==> src/rtl/multicycle_control.sv <==
// Control FSM for the multicycle RV32I core (lw, sw, R/I-type ALU, beq/bne, jal, lui).
// Sequences fetch/decode/execute/memory/writeback over the shared datapath.
module multicycle_control (
    input  logic        clk,
    input  logic        rst_n,
    input  logic [31:0] instr,
    input  logic        zero,
    input  logic        mem_ready,
    output logic        mem_req,
    output logic        mem_we,
    output logic        adr_src,
    output logic        ir_write,
    output logic        pc_write,
    output logic        reg_write,
    output logic [1:0]  result_src,
    output logic [1:0]  alu_src_a,
    output logic [1:0]  alu_src_b,
    output logic [3:0]  alu_control,
    output logic [2:0]  imm_src,
    output logic        illegal,
    output logic [3:0]  state
);

    localparam int unsigned STATE_W = 4;
    localparam int unsigned ALU_W   = 4;

    typedef enum logic [STATE_W-1:0] {
        S_FETCH    = 4'd0,
        S_DECODE   = 4'd1,
        S_MEMADR   = 4'd2,
        S_MEMREAD  = 4'd3,
        S_MEMWB    = 4'd4,
        S_MEMWRITE = 4'd5,
        S_EXECR    = 4'd6,
        S_EXECI    = 4'd7,
        S_ALUWB    = 4'd8,
        S_BRANCH   = 4'd9,
        S_JAL      = 4'd10,
        S_LUI      = 4'd11,
        S_ILLEGAL  = 4'd12,
        S_RESET    = 4'd13
    } state_e;

    localparam logic [6:0] OP_LOAD   = 7'b0000011;
    localparam logic [6:0] OP_STORE  = 7'b0100011;
    localparam logic [6:0] OP_RTYPE  = 7'b0110011;
    localparam logic [6:0] OP_ITYPE  = 7'b0010011;
    localparam logic [6:0] OP_BRANCH = 7'b1100011;
    localparam logic [6:0] OP_JAL    = 7'b1101111;
    localparam logic [6:0] OP_LUI    = 7'b0110111;

    localparam logic [ALU_W-1:0] ALU_ADD  = 4'b0000;
    localparam logic [ALU_W-1:0] ALU_SUB  = 4'b0001;
    localparam logic [ALU_W-1:0] ALU_AND  = 4'b0010;
    localparam logic [ALU_W-1:0] ALU_OR   = 4'b0011;
    localparam logic [ALU_W-1:0] ALU_XOR  = 4'b0100;
    localparam logic [ALU_W-1:0] ALU_SLT  = 4'b0101;
    localparam logic [ALU_W-1:0] ALU_SLTU = 4'b0110;
    localparam logic [ALU_W-1:0] ALU_SLL  = 4'b0111;
    localparam logic [ALU_W-1:0] ALU_SRL  = 4'b1000;
    localparam logic [ALU_W-1:0] ALU_SRA  = 4'b1001;

    localparam logic [2:0] IMM_I = 3'b000;
    localparam logic [2:0] IMM_S = 3'b001;
    localparam logic [2:0] IMM_B = 3'b010;
    localparam logic [2:0] IMM_U = 3'b011;
    localparam logic [2:0] IMM_J = 3'b100;

    state_e state_q, state_d;

    logic [6:0] opcode;
    logic [2:0] funct3;
    logic [6:0] funct7;
    logic       unused_instr_bits;

    assign opcode = instr[6:0];
    assign funct3 = instr[14:12];
    assign funct7 = instr[31:25];
    assign unused_instr_bits = ^{instr[24:15], instr[11:7]};

    // funct3 -> ALU op; alt selects SUB/SRA variants
    function automatic logic [ALU_W-1:0] alu_op(input logic [2:0] f3, input logic alt);
        logic [ALU_W-1:0] op;
        op = ALU_ADD;
        case (f3)
            3'b000:  op = alt ? ALU_SUB : ALU_ADD;
            3'b001:  op = ALU_SLL;
            3'b010:  op = ALU_SLT;
            3'b011:  op = ALU_SLTU;
            3'b100:  op = ALU_XOR;
            3'b101:  op = alt ? ALU_SRA : ALU_SRL;
            3'b110:  op = ALU_OR;
            default: op = ALU_AND;
        endcase
        return op;
    endfunction

    // Opcode dispatch out of DECODE, with unsupported encodings trapped
    function automatic state_e decode_next(input logic [6:0] op, input logic [2:0] f3,
                                           input logic [6:0] f7);
        state_e nxt;
        nxt = S_ILLEGAL;
        case (op)
            OP_LOAD, OP_STORE: nxt = (f3 == 3'b010) ? S_MEMADR : S_ILLEGAL;
            OP_RTYPE: begin
                if (f7 == 7'b0000000)
                    nxt = S_EXECR;
                else if (f7 == 7'b0100000 && (f3 == 3'b000 || f3 == 3'b101))
                    nxt = S_EXECR;
                else
                    nxt = S_ILLEGAL;
            end
            OP_ITYPE:  nxt = S_EXECI;
            OP_BRANCH: nxt = (f3 == 3'b000 || f3 == 3'b001) ? S_BRANCH : S_ILLEGAL;
            OP_JAL:    nxt = S_JAL;
            OP_LUI:    nxt = S_LUI;
            default:   nxt = S_ILLEGAL;
        endcase
        return nxt;
    endfunction

    always_ff @(posedge clk or negedge rst_n) begin
        if (!rst_n) begin
            state_q <= S_RESET;
        end else begin
            state_q <= state_d;
        end
    end

    // Next state and per-state outputs; FETCH and BRANCH are Mealy on mem_ready/zero
    always_comb begin
        state_d     = state_q;
        mem_req     = 1'b0;
        mem_we      = 1'b0;
        adr_src     = 1'b0;
        ir_write    = 1'b0;
        pc_write    = 1'b0;
        reg_write   = 1'b0;
        result_src  = 2'b00;
        alu_src_a   = 2'b00;
        alu_src_b   = 2'b00;
        alu_control = ALU_ADD;
        imm_src     = IMM_I;
        illegal     = 1'b0;

        case (state_q)
            S_RESET: begin
                state_d = S_FETCH;
            end
            S_FETCH: begin
                mem_req = 1'b1;
                adr_src = 1'b0;
                if (mem_ready) begin
                    ir_write    = 1'b1;
                    alu_src_a   = 2'b00;
                    alu_src_b   = 2'b10;
                    alu_control = ALU_ADD;
                    result_src  = 2'b10;
                    pc_write    = 1'b1;
                    state_d     = S_DECODE;
                end
            end
            S_DECODE: begin
                alu_src_a   = 2'b01;
                alu_src_b   = 2'b01;
                alu_control = ALU_ADD;
                imm_src     = (opcode == OP_JAL) ? IMM_J : IMM_B;
                state_d     = decode_next(opcode, funct3, funct7);
            end
            S_MEMADR: begin
                alu_src_a   = 2'b10;
                alu_src_b   = 2'b01;
                alu_control = ALU_ADD;
                imm_src     = (opcode == OP_STORE) ? IMM_S : IMM_I;
                state_d     = (opcode == OP_STORE) ? S_MEMWRITE : S_MEMREAD;
            end
            S_MEMREAD: begin
                mem_req = 1'b1;
                adr_src = 1'b1;
                if (mem_ready) state_d = S_MEMWB;
            end
            S_MEMWB: begin
                result_src = 2'b01;
                reg_write  = 1'b1;
                state_d    = S_FETCH;
            end
            S_MEMWRITE: begin
                mem_req = 1'b1;
                mem_we  = 1'b1;
                adr_src = 1'b1;
                if (mem_ready) state_d = S_FETCH;
            end
            S_EXECR: begin
                alu_src_a   = 2'b10;
                alu_src_b   = 2'b00;
                alu_control = alu_op(funct3, funct7[5]);
                state_d     = S_ALUWB;
            end
            S_EXECI: begin
                alu_src_a   = 2'b10;
                alu_src_b   = 2'b01;
                imm_src     = IMM_I;
                alu_control = alu_op(funct3, (funct3 == 3'b101) && funct7[5]);
                state_d     = S_ALUWB;
            end
            S_ALUWB: begin
                result_src = 2'b00;
                reg_write  = 1'b1;
                state_d    = S_FETCH;
            end
            S_BRANCH: begin
                alu_src_a   = 2'b10;
                alu_src_b   = 2'b00;
                alu_control = ALU_SUB;
                result_src  = 2'b00;
                pc_write    = zero ^ funct3[0];
                state_d     = S_FETCH;
            end
            S_JAL: begin
                alu_src_a   = 2'b01;
                alu_src_b   = 2'b10;
                alu_control = ALU_ADD;
                result_src  = 2'b00;
                pc_write    = 1'b1;
                state_d     = S_ALUWB;
            end
            S_LUI: begin
                alu_src_a   = 2'b11;
                alu_src_b   = 2'b01;
                imm_src     = IMM_U;
                alu_control = ALU_ADD;
                state_d     = S_ALUWB;
            end
            S_ILLEGAL: begin
                illegal = 1'b1;
                state_d = S_ILLEGAL;
            end
            default: begin
                state_d = S_RESET;
            end
        endcase
    end

    assign state = STATE_W'(state_q);

endmodule
==> config.mk <==
export PLATFORM = sky130hd
export DESIGN_NAME = multicycle_control
export DESIGN_NICKNAME = d
export VERILOG_FILES = /design/src/rtl/multicycle_control.sv
export SDC_FILE = /design/constraint.sdc
export NUM_CORES = 1
export LEC_CHECK = 0
export BUFFER_PORTS_ARGS = -buffer_cell sky130_fd_sc_hd__clkbuf_2
export CAP_MARGIN = 25
export CORE_ASPECT_RATIO = 0.8
export CORE_MARGIN = 2
export CORE_UTILIZATION = 42
export DETAILED_ROUTE_END_ITERATION = 16
export MAX_ROUTING_LAYER = met4
export PLACE_DENSITY = 0.89
export SYNTH_ARGS = -nofsm -noshare
export SYNTH_HDL_FRONTEND = slang
export SYNTH_SLANG_ARGS = --single-unit
==> constraint.sdc <==
create_clock -name clk -period 2 [get_ports clk]
set_clock_uncertainty 0.05 [all_clocks]
set_input_delay 0.1 -clock clk [delete_from_list [all_inputs] [get_ports clk]]
set_output_delay 0.1 -clock clk [all_outputs]
set_load 0.005 [all_outputs]
==> results.yml, run 1 <==
finish:
  drive_above_1_share_pct: 33.1
  mostFrequentLayoutCell: "clkbuf_2"
  largest_reg_flops: 4
  fillCellCount: 202
  design_area_um2: 1120
  fin_cells: 199
  finalNetCount: 212
  final_cell_mix: "clkbuf_2 (44), nor2_1 (15), nand2_1 (14), a21oi_1 (12), o21ai_0 (10)"
  syn2layout_area_growth_pct: 27.2
  antenna-diode-count: 0
power:
  irDropWorstVdd_mv: 0.572
  power_mw: 0.932
  p_per_area_nw_per_um2: 829
  power_leakage_nw: 0.502
synth:
  yosysSeqAreaShare_pct: 11.7
  synth_edf_count: 0
  syn_nets: 171
  ys_warn_count: 0
  netlist_instances: 135
  syn_area_um2: 885
  synth_cell_types: 47
  async_flop_share_pct: 100
  ys_ff_latch: 4
  synth_flop_cell: "dfstp_2"
  synth_area_per_cell_um2: 6.55
die:
  die_area_um2: 2490
  rows: 14
  die_width_um: 55.3
  core_area_um2: 1930
  ios: 60
  die_h_um: 45.1
  start_util_pct: 45.9
critical_path:
  cp.arrival_ns: 1.69
  cp-end-kind: "primary output"
  start_kind: "flip-flop"
  reg2reg_depth: 5
  required_ns: 1.85
  criticalPathCategory: "flip-flop to primary output"
  worstPathMaxFanout: 22
clocking:
  cts_max_level: 1
  tritoncts: "done"
  root_buffer: "clkbuf_4"
  clk_pin_slew_ns: 0.04
  clock_sinks: 4
  clkLatencyLatePin_ns: 0.23
  cts_setup_buffers: 0
  cts-buffers-inserted: 3
  cts_buffer_depth: 2
global_route:
  antenna_found_initial: 0
  grt_pass1_vias: 943
  grt_max_degree: 24
  grt_pass1_wl_mm: 4.00
  grt_use_total_pct: 20.3
  overflow: 0
route:
  final_antenna_net_count: 0
  totalWireLength_mm: 2.43
  wl_per_cell_um: 12.2
  met3WireLength_um: 125
  first_pass_iters: 4
  highest_layer: "met3"
  route.met2.wl_mm: 1.21
  met1_length_mm: 1.09
  via_count: 1131
  route.detailed.drc: 0
  viasPerCell: 5.68
  drtIter0Drc: 34
placed_design:
  portBuffers: 44
  dp_hpwl_mm: 1.90
  dp_cells: 194
  place_area_um2: 1080
  globalplace.congestion: 0.882
run_status:
  status: "complete, no violations"
sta:
  finalSetupTns_ns: 0
  rsz0062_at_grt: "no"
  finalHoldViolCount: 0
  worst_pin_slew_ns: 0.522
  fin_crit_ns: 1.84
  period_share_pct: 91.9
  max_slew_margin_pct: 65.2
  finalSetupViolCount: 0
  slew_violations: 0
  fmax_ghz: 0.544
min_path:
  hold_path.class: "input port to flip-flop"
  hold_depth: 3
run:
  maxCapViolCount: 0
## report_power, final
group	switching, mW	leakage, nW	total (mW)	internal [mW]
clock	0.0349	0.0150	0.110	0.0750
sequential	0.113	0.0461	0.245	0.132
combinational	0.290	0.441	0.577	0.287
total	0.438	0.502	0.932	0.494
## synth_stat cells, types with 2 or more instances
cell type	count	share of area, %
nor2_1	15	6.4
nand2_1	14	5.9
a21oi_1	12	6.8
o21ai_0	10	5.7
nand2b_1	9	6.4
nor3_1	7	4.0
clkbuf_1	6	2.5
buf_4	3	2.5
dfstp_2	3	8.9
nand3_1	3	1.7
nor2b_1	3	2.1
nor3b_1	3	2.5
o22ai_1	3	2.1
xor2_1	3	3.0
a211oi_1	2	1.7
a31oi_1	2	1.4
buf_6	2	2.5
inv_1	2	0.85
o21ai_1	2	1.1
o21bai_1	2	1.7
o31a_1	2	2.0
xnor2_1	2	2.0
## worst max-delay path: stages, from the launching register on
cell and delay (ns):
dfstp_4 0.72, and2_1 0.22, a21oi_1 0.06, nor3_1 0.21, or2_1 0.14, clkbuf_2 0.10
## per-stage QoR
stage | hold slack [ns] | setup WS, ns | util [%]
global route | 0.133 | 0.0186 | 58.4
detailed placement | -0.142 | 0.290 | 56.3
floorplan | -0.246 | 0.269 | -
global placement | -0.146 | 0.317 | 56.3
finish | 0.118 | 0.162 | 58.4
CTS | 0.102 | 0.115 | 58.2
## final cells by class
cell class	count	area (um^2)	share of cell area (%)
multi-input combinational	117	701	62.3
timing repair buffer	48	253	22.5
sequential	4	108	9.57
tap	24	30.0	2.67
clock buffer	4	26.3	2.34
inverter	2	7.51	0.667
## per-layer routing
metal,vias up,global-route usage (%)
met5,-,-
met4,0,4.39
met3,0,2.29
met2,36,35.5
met1,523,25.9
li1,572,-
## cells by family after synthesis
family                 after synthesis  synth area share, %
AO/OA/AOI/OAI                       42                 28.9
XOR/XNOR                             5                 4.95
buffers and inverters               14                 9.05
flip-flops                           4                 11.7
multiplexers                         1                 1.27
AND/OR/NAND/NOR                     69                 44.1
## final timing paths
path / from / to / slack, ns
hold / removal: instr[3] / state[0]$_DFFE_PN1P_ / 0.12
setup / recovery: state[3]$_DFFE_PN1P_ / pc_write / 0.16
max in group asynchronous: rst_n / state[2]$_DFFE_PN1P_ / 1.54
min in group asynchronous: rst_n / state[1]$_DFFE_PN0P_ / 0.16
setup reg to reg: state[0]$_DFFE_PN1P_ / state[0]$_DFFE_PN1P_ / 0.28
hold reg to reg: state[2]$_DFFE_PN1P_ / state[0]$_DFFE_PN1P_ / 0.65
## timing repair
item,CTS,global route
resized for setup,0,1
hold buffers,1,0
setup endpoints to repair,0,1
hold endpoints to repair,4,0
(Power assumes the default switching activity.)
==> run 2, diff against run 1 <==
CORE_UTILIZATION = 45   (was 42)
PLACE_DENSITY = 0.94   (was 0.89)
clock period = 2.15 ns   (was 2 ns; I/O delays follow)
==> results.yml, run 2 (synthesis results as in run 1) <==
run_status:
  status: "complete, no violations"
sta:
  fmax_ghz: 0.523
  finalHoldViolCount: 0
  finalSetupViolCount: 0
  worst_pin_slew_ns: 0.446
  rsz0062_at_grt: "no"
  period_share_pct: 88.9
  worst_hold_slack_ns: 0.147
  fin_crit_ns: 1.91
  finalSetupTns_ns: 0
  max_slew_margin_pct: 70.2
  slew_violations: 0
  setup_ws_ns: 0.238
placed_design:
  place_area_um2: 1080
  place_ws_ns: 0.428
  globalplace.congestion: 0.855
  dp_hpwl_mm: 1.98
  portBuffers: 44
critical_path:
  cp-end-kind: "primary output"
  reg2reg_from: "state[0]$_DFFE_PN1P_"
  criticalPathCategory: "flip-flop to primary output"
  start_kind: "flip-flop"
  r2r_slack_ns: 0.39
  worstPathMaxFanout: 22
  reg2reg_depth: 5
  slowest_stage: "dfstp_2"
  required_ns: 1.99
  critPathMaxStageDelay_ns: 0.72
  cp.arrival_ns: 1.75
  rr_endpoint: "state[0]$_DFFE_PN1P_"
  crit_family: "flip-flops"
  path_cells: "and2_1, a21oi_1, nor3_1, or2_1, clkbuf_2"
  critPathBufInv: 1
finish:
  fillCellCount: 172
  antenna-diode-count: 0
  design_area_um2: 1110
  syn2layout_area_growth_pct: 25.9
  largest_reg_flops: 4
  drive_above_1_share_pct: 32.8
  mostFrequentLayoutCell: "clkbuf_2"
  finalNetCount: 211
  final_cell_mix: "clkbuf_2 (44), nor2_1 (15), nand2_1 (14), a21oi_1 (12), o21ai_0 (10)"
die:
  core_area_um2: 1870
  die_h_um: 43.7
  start_util_pct: 47.2
  rows: 14
  die_area_um2: 2340
  die_width_um: 53.6
  ios: 60
route:
  drtIter0Drc: 37
  final_antenna_net_count: 0
  first_pass_iters: 4
  viasPerCell: 5.82
  via_count: 1153
  wl_per_cell_um: 12.7
  totalWireLength_mm: 2.51
  route.detailed.drc: 0
clocking:
  cts_buffer_depth: 2
  root_buffer: "clkbuf_4"
  clkLatencyLatePin_ns: 0.24
  cts_max_level: 1
  cts-buffers-inserted: 3
  clk_pin_slew_ns: 0.04
  clock_sinks: 4
  tritoncts: "done"
  cts_setup_buffers: 0
global_route:
  grt_pass1_wl_mm: 4.09
  grt_use_total_pct: 23.9
  overflow: 0
  grt_max_degree: 24
  antenna_found_initial: 0
  grt_pass1_vias: 989
run:
  maxCapViolCount: 0
power:
  power_mw: 0.859
  irDropWorstVdd_mv: 0.423
  p_per_area_nw_per_um2: 772
  power_leakage_nw: 0.496
min_path:
  hold_path.class: "input port to asynchronous set/reset pin"
## run 2: cell types whose count changed in the layout (fill, tap and decap cells not counted), sizes merged
cell	change
buf	-1
## run 2: power by group
| group | switching [mW] | total (mW) | internal (mW) |
|---|---|---|---|
| Combinational | 0.288 | 0.549 | 0.261 |
| Sequential | 0.0889 | 0.205 | 0.116 |
| Clock | 0.0348 | 0.105 | 0.0699 |
| Total | 0.412 | 0.859 | 0.448 |
## run 2: stage by stage
| stage | instances | util, % |
|---|---|---|
| floorplan | 135 | - |
| global placement | 193 | 57.5 |
| detailed placement | 193 | 57.5 |
| CTS | 198 | 59.4 |
| global route | 198 | 59.4 |
| finish | 198 | 59.4 |
## run 2: final cells by class
type / count / area, um^2 / area share (%)
Timing Repair Buffer: 47 / 245 / 22.0
Inverter: 2 / 7.51 / 0.674
Sequential cell: 4 / 104 / 9.33
Multi-Input combinational cell: 117 / 701 / 62.9
Tap cell: 24 / 30.0 / 2.70
Clock buffer: 4 / 26.3 / 2.36
## run 2: per-layer routing
layer / track usage, % / vias up / part of all wire, %
li1: - / 570 / -
met1: 30.0 / 523 / 41
met2: 40.0 / 56 / 48
met3: 1.03 / 4 / 8.8
met4: 9.74 / 0 / 1.3
met5: - / - / 0
## run 2: worst max-delay path by stage
stage                           endpoint  slack, ns  cells past startpoint            startpoint
finish                          pc_write       0.24                      5  state[3]$_DFFE_PN1P_
CTS                             pc_write       0.22                      5  state[3]$_DFFE_PN1P_
global route                    pc_write       0.12                      5  state[3]$_DFFE_PN1P_
global placement    state[0]$_DFFE_PN1P_       0.47                      5  state[0]$_DFFE_PN1P_
floorplan           state[0]$_DFFE_PN1P_       0.42                      6  state[0]$_DFFE_PN1P_
detailed placement  state[0]$_DFFE_PN1P_       0.43                      5  state[0]$_DFFE_PN1P_
## run 2: repair_timing
action,4_1_cts,5_1_grt
gates resized for setup,0,0
hold buffers,1,0
endpoints found under the hold margin,4,0
==> run 3, diff against run 2 <==
SETUP_SLACK_MARGIN = 0.5   (was unset)
==> results.yml, run 3 (synthesis results as in run 1) <==
run_status:
  status: "complete, no violations"
die:
  start_util_pct: 47.2
  core_area_um2: 1870
  rows: 14
  ios: 60
  die_width_um: 53.6
  die_h_um: 43.7
  die_area_um2: 2340
placed_design:
  dp_hpwl_mm: 2.00
  dp_cells: 192
  portBuffers: 44
  place_ws_ns: 0.360
  globalplace.congestion: 0.835
finish:
  syn2layout_area_growth_pct: 53.6
  finalNetCount: 226
  fin_cells: 213
  antenna-diode-count: 0
  largest_reg_flops: 4
  final_cell_mix: "clkbuf_2 (43), nor2_1 (13), nand2_1 (13), buf_4 (12), a21oi_1 (11)"
  drive_above_1_share_pct: 45.0
  mostFrequentLayoutCell: "clkbuf_2"
sta:
  finalHoldViolCount: 0
  slew_violations: 0
  setup_ws_ns: 0.407
  fmax_ghz: 0.574
  fin_crit_ns: 1.74
  period_share_pct: 81.1
  max_slew_margin_pct: 75.1
  rsz0062_at_grt: "yes"
  finalSetupViolCount: 0
  worst_pin_slew_ns: 0.373
  finalSetupTns_ns: 0
run:
  maxCapViolCount: 0
power:
  power_frac_clock_pct: 9.6
  power_leakage_nw: 0.604
  combPwrFrac_pct: 74.2
  p_per_area_nw_per_um2: 859
  switchingPower_mw: 0.548
  irDropWorstVdd_mv: 0.692
  seq_power_share_pct: 16.3
  power_mw: 1.17
  internal-power_mw: 0.619
  p_sw_share_pct: 47.0
critical_path:
  cp.arrival_ns: 1.59
  required_ns: 1.99
  reg2reg_depth: 5
  worstPathMaxFanout: 6
  reg2reg_from: "state[0]$_DFFE_PN1P_"
  startpoint: "state[3]$_DFFE_PN1P_"
  r2r_slack_ns: 0.45
  crit_end: "pc_write"
  cp-end-kind: "primary output"
  rr_endpoint: "state[0]$_DFFE_PN1P_"
  start_kind: "flip-flop"
  criticalPathCategory: "flip-flop to primary output"
route:
  route.detailed.drc: 0
  viasPerCell: 6.53
  first_pass_iters: 7
  drtIter0Drc: 92
  final_antenna_net_count: 0
  totalWireLength_mm: 3.60
  wl_per_cell_um: 16.9
  via_count: 1391
clocking:
  cts_max_level: 1
  tritoncts: "done"
  cts_buffer_depth: 2
  clkLatencyLatePin_ns: 0.25
  cts-buffers-inserted: 3
  clock_sinks: 4
  root_buffer: "clkbuf_4"
  clk_pin_slew_ns: 0.04
global_route:
  grt_use_total_pct: 30.4
  grt_pass1_vias: 1199
  grt_pass1_wl_mm: 5.13
  grt-busiest-layer: "met2"
  met3_usage_pct: 7.59
  overflow: 0
  grt_max_degree: 12
  grt_use_met1_pct: 37.2
  antenna_found_initial: 0
  met2_usage_pct: 45.7
min_path:
  hold_path.class: "input port to asynchronous set/reset pin"
## run 3: cell count changes in the layout (fill, tap and decap cells not counted), sizes merged
| cell | previous run | this run |
|---|---|---|
| clkbuf | 48 | 47 |
| bufbuf | 0 | 1 |
| buf | 2 | 17 |
## run 3: worst min path at each step
stage / to / startpoint
2_1_floorplan: state[1]$_DFFE_PN0P_ / rst_n
3_3_place_gp: state[1]$_DFFE_PN0P_ / rst_n
3_5_place_dp: state[1]$_DFFE_PN0P_ / rst_n
4_1_cts: state[1]$_DFFE_PN0P_ / rst_n
5_1_grt: state[1]$_DFFE_PN0P_ / rst_n
6_report: state[1]$_DFFE_PN0P_ / rst_n
## run 3: repair_timing
item,in CTS,in global routing
endpoints found under the setup margin,18,11
hold buffers,1,0
endpoints found under the hold margin,4,0
pin swaps,1,5
gates resized for setup,17,12
buffers inserted,12,3
gates cloned,1,0
## run 3: power by group through the flow
stage / sequential [mW] / combinational (mW) / clock, mW
after detailed placement: 0.214 / 0.544 / 0
after CTS: 0.180 / 0.784 / 0.115
final: 0.190 / 0.865 / 0.112
after floorplan: 0.133 / 0.432 / 0
after global routing: 0.192 / 0.923 / 0.120
after global placement: 0.209 / 0.523 / 0
## run 3: critical path, cell delays in order, from the launching register on
cell and delay [ns]:
dfstp_4 0.65, nor2_1 0.09, a21oi_1 0.19, nor3_2 0.07, or2_1 0.23, clkbuf_2 0.11
## run 3: cell type report
type,count,area (um^2)
Multi-Input combinational cell,117,776
Fill cell,138,515
Timing Repair Buffer,62,404
Sequential cell,4,115
Tap cell,24,30.0
Clock buffer,4,26.3
Inverter,2,7.51
## run 3: routing by layer
metal | routed length (um) | part of all wire [%]
met3 | 520 | 14
met4 | 249 | 6.9
met5 | 0 | 0
met1 | 1230 | 34
met2 | 1600 | 44
## run 3: per-stage QoR
| stage | hold WS [ns] | utilization (%) | area (um^2) |
|---|---|---|---|
| final | 0.142 | 72.5 | 1360 |
| after floorplan | -0.238 | - | 887 |
| after CTS | 0.144 | 69.4 | 1300 |
| after global placement | -0.140 | 57.2 | 1070 |
| after global routing | 0.148 | 72.5 | 1360 |
| after detailed placement | -0.133 | 57.2 | 1070 |
